`src/rtl/vector_mem_sequencer_if.sv`:
```
// Request/response and memory-port bundle for the vector memory sequencer.
// Latency: none, signal grouping only.
// Backpressure: none; the requester must watch busy before pulsing start.
interface vector_mem_sequencer_if #(
    parameter int LANES = 16,
    parameter int AW    = 16,
    parameter int DW    = 8
);
    logic                  start;
    logic                  store;
    logic [AW-1:0]         base;
    logic [7:0]            stride;
    logic [LANES*DW-1:0]   wvec;
    logic [LANES*DW-1:0]   rvec;
    logic                  busy;
    logic                  done;
    logic                  mem_en;
    logic                  mem_we;
    logic [AW-1:0]         mem_addr;
    logic [DW-1:0]         mem_wdata;
    logic [DW-1:0]         mem_rdata;

    // sequencer side
    modport master (
        input  start, store, base, stride, wvec, mem_rdata,
        output rvec, busy, done, mem_en, mem_we, mem_addr, mem_wdata
    );

    // requester / memory side
    modport slave (
        output start, store, base, stride, wvec, mem_rdata,
        input  rvec, busy, done, mem_en, mem_we, mem_addr, mem_wdata
    );
endinterface

```
`src/rtl/vector_mem_sequencer.sv`:
```
// Strided vector load/store sequencer: one element per cycle to a synchronous RAM.
// Latency: done seen LANES+1 cycles after start for a store, LANES+2 for a load.
// Backpressure: none; start is ignored while busy, memory is assumed always ready.
module vector_mem_sequencer #(
    parameter int LANES = 16,
    parameter int AW    = 16,
    parameter int DW    = 8
) (
    input  logic                    clk,
    input  logic                    rst,
    vector_mem_sequencer_if.master  bus
);
    localparam int LW = (LANES > 1) ? $clog2(LANES) : 1;
    localparam logic [LW-1:0] LAST = LW'(LANES - 1);

    typedef enum logic [1:0] {IDLE, ACCESS, WAIT, DONE} state_t;

    state_t                state_q, state_d;
    logic                  store_q;
    logic [AW-1:0]         addr_q;
    logic [7:0]            stride_q;
    logic [LANES*DW-1:0]   wvec_q;
    logic [LANES*DW-1:0]   rvec_q;
    logic [LW-1:0]         lane_q;
    logic [LW-1:0]         cap_idx;
    logic                  launch;
    logic                  cap_en;
    logic                  busy;
    logic                  done;
    logic                  mem_en;
    logic                  mem_we;
    logic [AW-1:0]         mem_addr;
    logic [DW-1:0]         mem_wdata;

    // state register; reset wins over any pending start
    always_ff @(posedge clk) begin
        if (rst) state_q <= IDLE;
        else     state_q <= state_d;
    end

    // next state plus all strobes, decoded straight from the current state
    always_comb begin
        state_d   = state_q;
        launch    = 1'b0;
        cap_en    = 1'b0;
        cap_idx   = '0;
        busy      = 1'b0;
        done      = 1'b0;
        mem_en    = 1'b0;
        mem_we    = 1'b0;
        mem_addr  = '0;
        mem_wdata = '0;
        case (state_q)
            IDLE: begin
                if (bus.start) begin
                    launch  = 1'b1;
                    state_d = ACCESS;
                end
            end
            ACCESS: begin
                busy     = 1'b1;
                mem_en   = 1'b1;
                mem_we   = store_q;
                mem_addr = addr_q;
                if (store_q) mem_wdata = wvec_q[lane_q*DW +: DW];
                // read data for lane i-1 arrives while lane i is issued
                cap_en   = !store_q && (lane_q != '0);
                cap_idx  = lane_q - 1'b1;
                if (lane_q == LAST) state_d = store_q ? DONE : WAIT;
            end
            WAIT: begin
                busy    = 1'b1;
                cap_en  = 1'b1;
                cap_idx = LAST;
                state_d = DONE;
            end
            DONE: begin
                done = 1'b1;
                if (bus.start) begin
                    launch  = 1'b1;
                    state_d = ACCESS;
                end else begin
                    state_d = IDLE;
                end
            end
            default: state_d = IDLE;
        endcase
    end

    // operand latch, running address accumulator, lane counter and result capture
    always_ff @(posedge clk) begin
        if (rst) begin
            store_q  <= 1'b0;
            addr_q   <= '0;
            stride_q <= '0;
            wvec_q   <= '0;
            rvec_q   <= '0;
            lane_q   <= '0;
        end else begin
            if (launch) begin
                store_q  <= bus.store;
                addr_q   <= bus.base;
                stride_q <= bus.stride;
                wvec_q   <= bus.wvec;
                lane_q   <= '0;
            end else if (state_q == ACCESS) begin
                addr_q <= addr_q + AW'(stride_q);
                lane_q <= lane_q + 1'b1;
            end
            if (cap_en) rvec_q[cap_idx*DW +: DW] <= bus.mem_rdata;
        end
    end

    assign bus.busy      = busy;
    assign bus.done      = done;
    assign bus.mem_en    = mem_en;
    assign bus.mem_we    = mem_we;
    assign bus.mem_addr  = mem_addr;
    assign bus.mem_wdata = mem_wdata;
    assign bus.rvec      = rvec_q;
endmodule

```
`src/flat_wrapper.sv`:
```
// flat-port wrapper written by rule: the top's interface ports become plain ports
module vector_mem_sequencer_flat 
#(
    parameter int LANES = 16,
    parameter int AW    = 16,
    parameter int DW    = 8
)
  (clk, rst, bus_start, bus_store, bus_base, bus_stride, bus_wvec, bus_mem_rdata, bus_rvec, bus_busy, bus_done, bus_mem_en, bus_mem_we, bus_mem_addr, bus_mem_wdata);
  vector_mem_sequencer_if #(.LANES(LANES), .AW(AW), .DW(DW)) bus_i ();
  input  logic clk;
  input  logic rst;
  input wire logic [$bits(bus_i.start)-1:0] bus_start;
  input wire logic [$bits(bus_i.store)-1:0] bus_store;
  input wire logic [$bits(bus_i.base)-1:0] bus_base;
  input wire logic [$bits(bus_i.stride)-1:0] bus_stride;
  input wire logic [$bits(bus_i.wvec)-1:0] bus_wvec;
  input wire logic [$bits(bus_i.mem_rdata)-1:0] bus_mem_rdata;
  output wire logic [$bits(bus_i.rvec)-1:0] bus_rvec;
  output wire logic [$bits(bus_i.busy)-1:0] bus_busy;
  output wire logic [$bits(bus_i.done)-1:0] bus_done;
  output wire logic [$bits(bus_i.mem_en)-1:0] bus_mem_en;
  output wire logic [$bits(bus_i.mem_we)-1:0] bus_mem_we;
  output wire logic [$bits(bus_i.mem_addr)-1:0] bus_mem_addr;
  output wire logic [$bits(bus_i.mem_wdata)-1:0] bus_mem_wdata;
  assign bus_i.start = bus_start;
  assign bus_i.store = bus_store;
  assign bus_i.base = bus_base;
  assign bus_i.stride = bus_stride;
  assign bus_i.wvec = bus_wvec;
  assign bus_i.mem_rdata = bus_mem_rdata;
  assign bus_rvec = bus_i.rvec;
  assign bus_busy = bus_i.busy;
  assign bus_done = bus_i.done;
  assign bus_mem_en = bus_i.mem_en;
  assign bus_mem_we = bus_i.mem_we;
  assign bus_mem_addr = bus_i.mem_addr;
  assign bus_mem_wdata = bus_i.mem_wdata;
  vector_mem_sequencer #(.LANES(LANES), .AW(AW), .DW(DW)) u_core (.clk(clk), .rst(rst), .bus(bus_i));
endmodule
```
`config.mk`:
```
export PLATFORM = sky130hd
export DESIGN_NAME = vector_mem_sequencer_flat
export DESIGN_NICKNAME = d
export VERILOG_FILES = /design/src/rtl/vector_mem_sequencer_if.sv /design/src/rtl/vector_mem_sequencer.sv /design/src/flat_wrapper.sv
export SDC_FILE = /design/constraint.sdc
export NUM_CORES = 1
export LEC_CHECK = 0
export BUFFER_PORTS_ARGS = -buffer_cell sky130_fd_sc_hd__buf_2
export CORE_MARGIN = 5
export CORE_UTILIZATION = 25
export CTS_CLUSTER_SIZE = 40
export DETAILED_ROUTE_END_ITERATION = 8
export PLACE_DENSITY = 0.41
export SLEW_MARGIN = 20
export SYNTH_ARGS = -nofsm -noshare
export SYNTH_HDL_FRONTEND = slang
export SYNTH_SLANG_ARGS = --single-unit
```
`constraint.sdc`:
```
create_clock -name clk -period 3.2 [get_ports clk]
set_input_delay 0 -clock clk [delete_from_list [all_inputs] [get_ports clk]]
set_output_delay 0 -clock clk [all_outputs]
set_load 0.005 [all_outputs]
```
==> flow_metrics.py, run 1 <==
metrics = {
    "floorplanning": {
        "num_io_pins": 320,
        "die-area_mm2": 0.0570,
        "core_mm2": 0.0516,
        "row_count": 83,
        "die_w_um": 239,
        "dieHeight_um": 239,
        "initial_core_util_pct": 25.3,
    },
    "outcome": {
        "run_status": "complete, no violations",
    },
    "finish": {
        "regArea_mm2": 0.00575,
        "post-route-cell-area_mm2": 0.0182,
        "area_growth_pct": 39.4,
        "fillers": 5272,
        "fin_nets": 2060,
        "mostFrequentLayoutCell": "nand2_1",
        "drive_above_1_share_pct": 26.1,
        "multi_input_area_mm2": 0.00685,
        "final_cell_mix": "nand2_1 (319), buf_2 (318), dfxtp_1 (285)",
    },
    "timing": {
        "rsz0062_at_grt": "yes",
        "final.min_clock_period_ns": 2.95,
        "finalHoldViolCount": 0,
        "timing.slew.headroom_pct": 48.3,
        "drv_slew": 0,
        "fmax_mhz": 339,
        "skew_ns": 0.0284,
        "tightest_slew_ns": 0.776,
        "final-setup-viol-count": 0,
        "tns_ns": 0,
        "fin_crit_sh_pct": 92.3,
        "hold-worst-slack_ns": 0.165,
    },
    "place": {
        "io_buffers": 319,
        "postPlaceCellArea_mm2": 0.0155,
        "gp_congestion": 0.778,
        "dp_hpwl_mm": 32.4,
    },
    "cts": {
        "clock_path_buffers": 3,
        "tritoncts": "done",
        "cts_buffers": 36,
        "postCtsSetupRepairBufs": 0,
        "cts_max_level": 2,
        "cts.sinks": 287,
        "root_buffer": "clkbuf_16",
        "path_clk_slew_ns": 0.06,
        "clock_latency_ns": 0.54,
    },
    "yosys": {
        "syn-cell-area_mm2": 0.0131,
        "yosys_warnings": 0,
        "syn-mean-instance-area_um2": 9.22,
        "synthArstFlopShare_pct": 0,
        "synth.net_count": 1600,
        "synthFlopType": "dfxtp_1",
        "synth-edff-count": 0,
        "syn_inst": 1418,
        "ys_ff_latch": 287,
        "yosysUniqueCellTypes": 68,
        "yosysSeqAreaShare_pct": 43.9,
    },
    "worst_hold_path": {
        "whs_path_depth": 2,
        "hp-class": "primary input to register",
    },
    "power_and_ir_drop": {
        "total_power_w": 0.0127,
        "cellPowerDensity_mw_per_mm2": 697,
        "peakVddDrop_v": 0.000327,
        "p_leak_nw": 7.59,
    },
    "routing": {
        "routed_wl_mm": 47.0,
        "route.vias.total": 11800,
        "ant_nets": 0,
        "vias_per_cell": 4.58,
        "drt_iter0_markers": 579,
        "firstDrtPassIters": 4,
        "wl_per_cell_um": 18.3,
        "drc": 0,
    },
    "setup_path": {
        "critPathArrivalTime_ns": 3.42,
        "critPathTopFamily": "simple AND/OR/NAND/NOR gates",
        "r2r_slack_ns": 0.25,
        "cp_cell_sequence": "inv_1 -> ha_2 -> nor2b_1 -> o21ai_0 -> ha_1 -> nand3b_1 -> o31a_1 -> and4_1 -> and4_2 -> mux2i_1",
        "slowest_stage": "and4_2",
        "cp-end-kind": "register",
        "r2r_cells": 10,
        "crit_type": "register to register",
        "crit_buf_inv": 1,
        "cp-start-kind": "register",
        "cp.required_ns": 3.66,
        "cp_num_cells": 10,
        "cp_max_fo": 8,
        "max_stage_delay_ns": 0.44,
    },
    "global_routing": {
        "track_usage_pct": 15.8,
        "antenna_found_initial": 2,
        "grt_overflow_total": 0,
        "grt_pass1_vias": 12100,
        "grt_pass1_wl_mm": 71.3,
        "grt_max_degree": 125,
    },
    "flow_run": {
        "drv_cap": 0,
    },
}
report_power, final:
| group | internal (W) | leakage [nW] | switching, W |
|---|---|---|---|
| Clock | 0.00221 | 0.531 | 0.00158 |
| Combinational | 0.00179 | 4.72 | 0.00276 |
| Sequential | 0.00407 | 2.34 | 0.000288 |
| Total | 0.00808 | 7.59 | 0.00462 |
sequential cells by signal (all words and copies together) (netlist names):
signal,cells
u_core.bus.rvec,128
u_core.wvec_q,128
u_core.addr_q,16
u_core.stride_q,8
u_core.lane_q,4
u_core.state_q,2
u_core.store_q,1
cell type report:
cell class | instances | area share [%]
Multi-Input combinational cell | 1004 | 37.6
Sequential cell | 287 | 31.6
Timing Repair Buffer | 524 | 19.8
Clock buffer | 48 | 5.57
Tap cell | 680 | 4.67
Inverter | 25 | 0.515
Clock inverter | 7 | 0.295
Antenna cell | 2 | 0.0275
worst paths after layout:
path                          start                  end
hold reg to reg   u_core.wvec_q[79]    u_core.wvec_q[79]
setup reg to reg  u_core.state_q[1]  u_core.bus.rvec[23]
hold / removal                  rst     u_core.addr_q[1]
setup / recovery  u_core.state_q[1]  u_core.bus.rvec[23]
per-layer routing:
metal  vias to the layer above  GRT usage, %  share of wire [%]
met5                         -             0                  0
met2                       307          26.4                 47
li1                       5797             -                  -
met4                         0          6.24                3.9
met3                        97          3.31                5.2
met1                      5611          20.1                 44
metrics by stage:
step                      cells  utilization, %  setup WS [ns]
after floorplan            1418               -         0.0240
after global placement     2358            30.0          0.226
after detailed placement   2358            30.0          0.157
after CTS                  2575            35.2        0.00403
after global routing       2576            35.3        -0.0152
final                      2577            35.3          0.247
cells in the mapped netlist, drive strengths merged, types with 17 or more instances:
cell / number / area, µm²
nand2: 321 / 1210
dfxtp: 287 / 5750
a21oi: 150 / 751
nand2b: 132 / 826
mux2i: 120 / 1200
clkbuf: 73 / 274
mux4: 40 / 901
buf: 29 / 168
nor2: 29 / 109
inv: 25 / 93.8
and2: 23 / 144
ha: 17 / 213
worst reg2reg max path, delay by kind of cell, from the launching register on:
kind                     cells  cell delay [ns]
AND/OR/NAND/NOR              4             1.10
flip-flops                   1             0.35
AO/OA/AOI/OAI                2             0.50
multiplexers                 1             0.24
adder cells (fa/ha/maj)      2             0.60
buffers and inverters        1             0.09
kinds of logic (layout without fill, tap and decap cells):
| group | count (synthesis) | in the layout | share of synthesized area [%] |
|---|---|---|---|
| AO/OA/AOI/OAI | 241 | 241 | 12.1 |
| XOR/XNOR | 6 | 6 | 0.459 |
| adder cells (fa/ha/maj) | 18 | 18 | 1.78 |
| buffers and inverters | 127 | 604 | 4.10 |
| flip-flops | 287 | 287 | 43.9 |
| multiplexers | 160 | 160 | 16.1 |
| other | 0 | 2 | 0 |
| AND/OR/NAND/NOR | 579 | 579 | 21.5 |
what timing repair did:
item / in CTS / in global routing
endpoints found under the hold margin: 238 / 0
resized for setup: 0 / 10
hold buffers: 162 / 0
setup endpoints to repair: 0 / 93
Note: power is estimated with default switching activity, not from simulation.
==> run 2: changes to the inputs <==
Settings changed: SETUP_SLACK_MARGIN set to 0.4.
==> run 2 against run 1 <==
Compared with the run above:
- count of clock-buffer cells in the layout increased by 5
- routed wire length increased by 0.40%
- design area increased by 2.2%
==> flow_metrics.py, run 2 (same netlist as run 1, synthesis figures left out) <==
metrics = {
    "setup_path": {
        "critPathArrivalTime_ns": 2.69,
        "cp_max_fo": 18,
        "crit_type": "register to output port",
        "cp-start-kind": "register",
        "cp-end-kind": "output port",
        "cp.required_ns": 3.20,
    },
    "timing": {
        "skew_ns": 0.0197,
        "fin_ws_ns": 0.512,
        "tightest_slew_ns": 0.830,
        "rsz0062_at_grt": "no",
        "timing.slew.headroom_pct": 44.7,
        "drv_slew": 0,
        "fmax_mhz": 372,
        "fin_crit_sh_pct": 84.0,
        "finalHoldViolCount": 0,
        "final-setup-viol-count": 0,
        "tns_ns": 0,
        "final.min_clock_period_ns": 2.69,
    },
    "worst_hold_path": {
        "hp-class": "primary input to register",
    },
    "outcome": {
        "run_status": "complete, no violations",
    },
    "global_routing": {
        "track_usage_pct": 15.9,
        "grt_max_degree": 137,
        "antenna_found_initial": 4,
        "grt_overflow_total": 0,
        "grt_pass1_vias": 12000,
        "grt_pass1_wl_mm": 71.7,
    },
    "routing": {
        "routed_wl_mm": 47.2,
        "route.vias.total": 11800,
        "ant_nets": 0,
        "drc": 0,
        "firstDrtPassIters": 4,
        "vias_per_cell": 4.56,
        "wl_per_cell_um": 18.2,
        "drt_iter0_markers": 604,
    },
    "cts": {
        "cts.sinks": 287,
        "clock_path_buffers": 3,
        "tritoncts": "done",
        "cts_buffers": 36,
        "cts_max_level": 2,
        "clock_latency_ns": 0.54,
        "root_buffer": "clkbuf_16",
        "path_clk_slew_ns": 0.06,
    },
    "place": {
        "place_ws_ns": 0.113,
        "gp_congestion": 0.751,
        "dp_hpwl_mm": 32.0,
        "io_buffers": 319,
    },
    "floorplanning": {
        "die-area_mm2": 0.0570,
        "dieHeight_um": 239,
        "num_io_pins": 320,
        "die_w_um": 239,
        "row_count": 83,
        "initial_core_util_pct": 25.3,
        "core_mm2": 0.0516,
    },
    "finish": {
        "fin_nets": 2064,
        "fillers": 5237,
        "fin_util_pct": 36.1,
        "drive_above_1_share_pct": 27.4,
        "mostFrequentLayoutCell": "nand2_1",
        "area_growth_pct": 42.5,
        "final_cell_mix": "nand2_1 (319), buf_2 (318), dfxtp_1 (283)",
    },
    "power_and_ir_drop": {
        "p_leak_nw": 7.74,
        "cellPowerDensity_mw_per_mm2": 717,
        "peakVddDrop_v": 0.000367,
    },
    "flow_run": {
        "drv_cap": 0,
    },
}
## run 2: cell count changes in the layout (fill, tap and decap cells not counted), sizes merged
cell / delta
dlygate4sd3: +5
diode: +1
bufinv: +1
bufbuf: +1
buf: -2
clkinv: +4
clkbuf: +5
## run 2: path summary, 6_finish.rpt
kind | slack [ns] | cells after the start | start | to
setup / recovery | 0.51 | 6 | u_core.lane_q[0] | bus_mem_wdata[7]
hold / removal | 0.24 | 2 | rst | u_core.wvec_q[72]
setup reg to reg | 0.55 | 11 | u_core.lane_q[0] | u_core.bus.rvec[26]
hold reg to reg | 0.45 | 2 | u_core.wvec_q[49] | u_core.wvec_q[49]
## run 2: repair_timing
| action | CTS | global route |
|---|---|---|
| pin swaps | 8 | 6 |
| hold endpoints to repair | 237 | 0 |
| endpoints found under the setup margin | 123 | 134 |
| setup buffers | 4 | 9 |
| gates resized for setup | 20 | 14 |
| hold buffers | 167 | 0 |
| gates cloned | 1 | 0 |
## run 2: cell type report
| cell class | instances | area [µm²] | share of cell area [%] |
|---|---|---|---|
| antenna | 3 | 7.51 | 0.0403 |
| clock buffer | 53 | 1120 | 6.00 |
| clock inverter | 12 | 108 | 0.578 |
| inverter | 25 | 93.8 | 0.504 |
| multi-input combinational | 1004 | 6960 | 37.4 |
| sequential | 287 | 5760 | 30.9 |
| tap | 680 | 851 | 4.57 |
| timing repair buffer | 528 | 3730 | 20.0 |
## run 2: power by group
| group | internal [W] | switching, W | leakage (nW) | total, W |
|---|---|---|---|---|
| registers | 0.00408 | 0.000296 | 2.34 | 0.00437 |
| logic | 0.00196 | 0.00286 | 4.78 | 0.00482 |
| clock network | 0.00251 | 0.00165 | 0.613 | 0.00416 |
| total | 0.00855 | 0.00480 | 7.74 | 0.0134 |
## run 2: per-layer routing
layer  part of all wire [%]  vias up  track usage (%)  wire length (µm)
met1                     45     5658             20.9             21400
met4                    2.9        2             5.18              1360
li1                       -     5817                -                 -
met3                    4.8       71             3.10              2290
met2                     47      262             26.2             22200
met5                  0.015        -                0                 7
## run 2: critical path, cell delays in order, from the launching register on
cell     delay (ns)
dfxtp_4        0.39
buf_4          0.14
buf_16         0.19
mux4_2         0.58
mux4_2         0.48
and2_1         0.21
buf_2          0.14
## run 2: through the flow
stage          total power (W)  area (µm²)  std cells  hold slack [ns]
3_3_place_gp           0.00877       15500       2343            0.232
4_1_cts                 0.0134       18500       2580            0.156
6_report                0.0134       18600       2592            0.236
3_5_place_dp           0.00883       15500       2343            0.246
2_1_floorplan          0.00745       13200       1418            0.133
5_1_grt                 0.0142       18600       2591            0.222
==> run 3: changes to the inputs <==
Settings changed: PLACE_DENSITY 0.41 to 0.39.
Clock period 3.2 ns to 2.6 ns, I/O delays scaled along.
==> run 3 against run 2 <==
Compared with the run above:
- count of clock-buffer cells in the layout is 1 lower
- combinational power up 57%
- die area is the same
- register-to-register slack got worse by 0.48 ns
- worst hold slack worse by 0.081 ns
- routed wire length up 2.0%
- setup slack lost 0.49 ns
- sequential power is 23% higher
- first-iteration DRC count up 8.6%
- critical endpoint is now bus_mem_wdata[0]
==> flow_metrics.py, run 3 (same netlist as run 1, synthesis figures left out) <==
metrics = {
    "outcome": {
        "run_status": "complete, no violations",
    },
    "setup_path": {
        "cp_cell_sequence": "buf_12 -> buf_12 -> buf_16 -> mux4_2 -> mux4_2 -> and2_1 -> buf_2",
        "max_stage_delay_ns": 0.54,
        "slowest_stage": "mux4_2",
        "critPathArrivalTime_ns": 2.58,
        "cp_max_fo": 6,
        "cp-end-kind": "output port",
        "cp-start-kind": "register",
        "cp.required_ns": 2.60,
        "crit_type": "register to output port",
    },
    "timing": {
        "final.min_clock_period_ns": 2.58,
        "fmax_mhz": 387,
        "fin_ws_ns": 0.0181,
        "timing.slew.headroom_pct": 48.1,
        "final-setup-viol-count": 0,
        "fin_crit_sh_pct": 99.3,
        "rsz0062_at_grt": "yes",
        "drv_slew": 0,
        "finalHoldViolCount": 0,
        "skew_ns": 0.0192,
        "tightest_slew_ns": 0.778,
        "hold-worst-slack_ns": 0.155,
    },
    "routing": {
        "drt_iter0_markers": 656,
        "drc": 0,
        "firstDrtPassIters": 5,
        "wl_per_cell_um": 18.1,
        "ant_nets": 0,
        "routed_wl_mm": 48.1,
        "route.vias.total": 12100,
        "vias_per_cell": 4.55,
    },
    "global_routing": {
        "antenna_found_initial": 3,
        "grt_pass1_wl_mm": 74.2,
        "grt_max_degree": 121,
        "grt_pass1_vias": 12600,
        "grt_overflow_total": 0,
        "track_usage_pct": 16.4,
    },
    "place": {
        "postPlaceCellArea_mm2": 0.0161,
        "io_buffers": 319,
        "dp_hpwl_mm": 33.3,
        "place_ws_ns": -0.0299,
        "gp_congestion": 0.765,
    },
    "floorplanning": {
        "die_w_um": 239,
        "die-area_mm2": 0.0570,
        "dieHeight_um": 239,
        "initial_core_util_pct": 25.3,
        "num_io_pins": 320,
        "row_count": 83,
        "core_mm2": 0.0516,
    },
    "cts": {
        "clock_latency_ns": 0.54,
        "clock_path_buffers": 3,
        "path_clk_slew_ns": 0.06,
        "cts_buffers": 36,
        "tritoncts": "done",
        "cts.sinks": 287,
        "cts_max_level": 2,
        "root_buffer": "clkbuf_16",
    },
    "finish": {
        "post-route-cell-area_mm2": 0.0198,
        "fillers": 5241,
        "mostFrequentLayoutCell": "nand2_1",
        "drive_above_1_share_pct": 31.9,
        "fin_nets": 2136,
        "final_cell_mix": "nand2_1 (316), buf_2 (313), dfxtp_1 (283)",
        "area_growth_pct": 51.6,
        "regArea_mm2": 0.00575,
        "multi_input_area_mm2": 0.00727,
    },
    "power_and_ir_drop": {
        "peakVddDrop_v": 0.000418,
        "cellPowerDensity_mw_per_mm2": 902,
        "p_leak_nw": 8.23,
    },
    "flow_run": {
        "drv_cap": 0,
    },
    "worst_hold_path": {
        "hp-class": "primary input to register",
    },
}
## run 3: power breakdown
part	switching, W	total, W	internal, W
registers	0.000357	0.00537	0.00502
logic	0.00403	0.00756	0.00353
clock network	0.00199	0.00493	0.00294
total	0.00638	0.0179	0.0115
## run 3: layer usage
layer  vias to the layer above  wire, µm  track usage [%]
met5                         -        25                0
met4                         4      1640             5.84
met3                        96      2490             3.43
met2                       285     23100             27.7
met1                      5734     20900             20.9
li1                       5966         -                -
## run 3: final timing paths
kind                     startpoint                   to  slack, ns  depth (start not counted)
setup / recovery   u_core.lane_q[0]     bus_mem_wdata[0]       0.02                          7
hold / removal                  rst    u_core.state_q[1]       0.16                          2
setup reg to reg   u_core.lane_q[0]  u_core.bus.rvec[64]       0.07                         14
hold reg to reg   u_core.wvec_q[69]    u_core.wvec_q[69]       0.45                          2
## run 3: critical path, delay by kind of cell (launching register included)
family	cells	cell delay (ns)
mux	2	1.02
simple gates	1	0.15
buf+inv	4	0.51
flops	1	0.37
## run 3: area by class of cell
class | count | share of cell area [%]
Antenna cell | 1 | 0.0126
Clock buffer | 52 | 5.35
Clock inverter | 9 | 0.537
Inverter | 25 | 0.556
Multi-Input combinational cell | 1004 | 36.7
Sequential cell | 287 | 29.0
Tap cell | 680 | 4.29
Timing Repair Buffer | 599 | 23.5
Timing Repair inverter | 1 | 0.0379
## run 3: metrics by stage
step,util (%),total power [W],instances,TNS [ns]
detailed placement,31.2,0.0115,2387,-0.166
global route,38.4,0.0190,2658,-0.652
global placement,31.2,0.0115,2387,0
CTS,37.8,0.0177,2640,-0.111
floorplan,-,0.00946,1418,-0.443
finish,38.4,0.0179,2658,0
## run 3: timing repair
action	4_1_cts	5_1_grt
buffers inserted	27	16
hold buffers	162	0
setup endpoints to repair	141	195
endpoints found under the hold margin	234	0
pin swaps	31	29
gates cloned	3	1
resized for setup	88	33
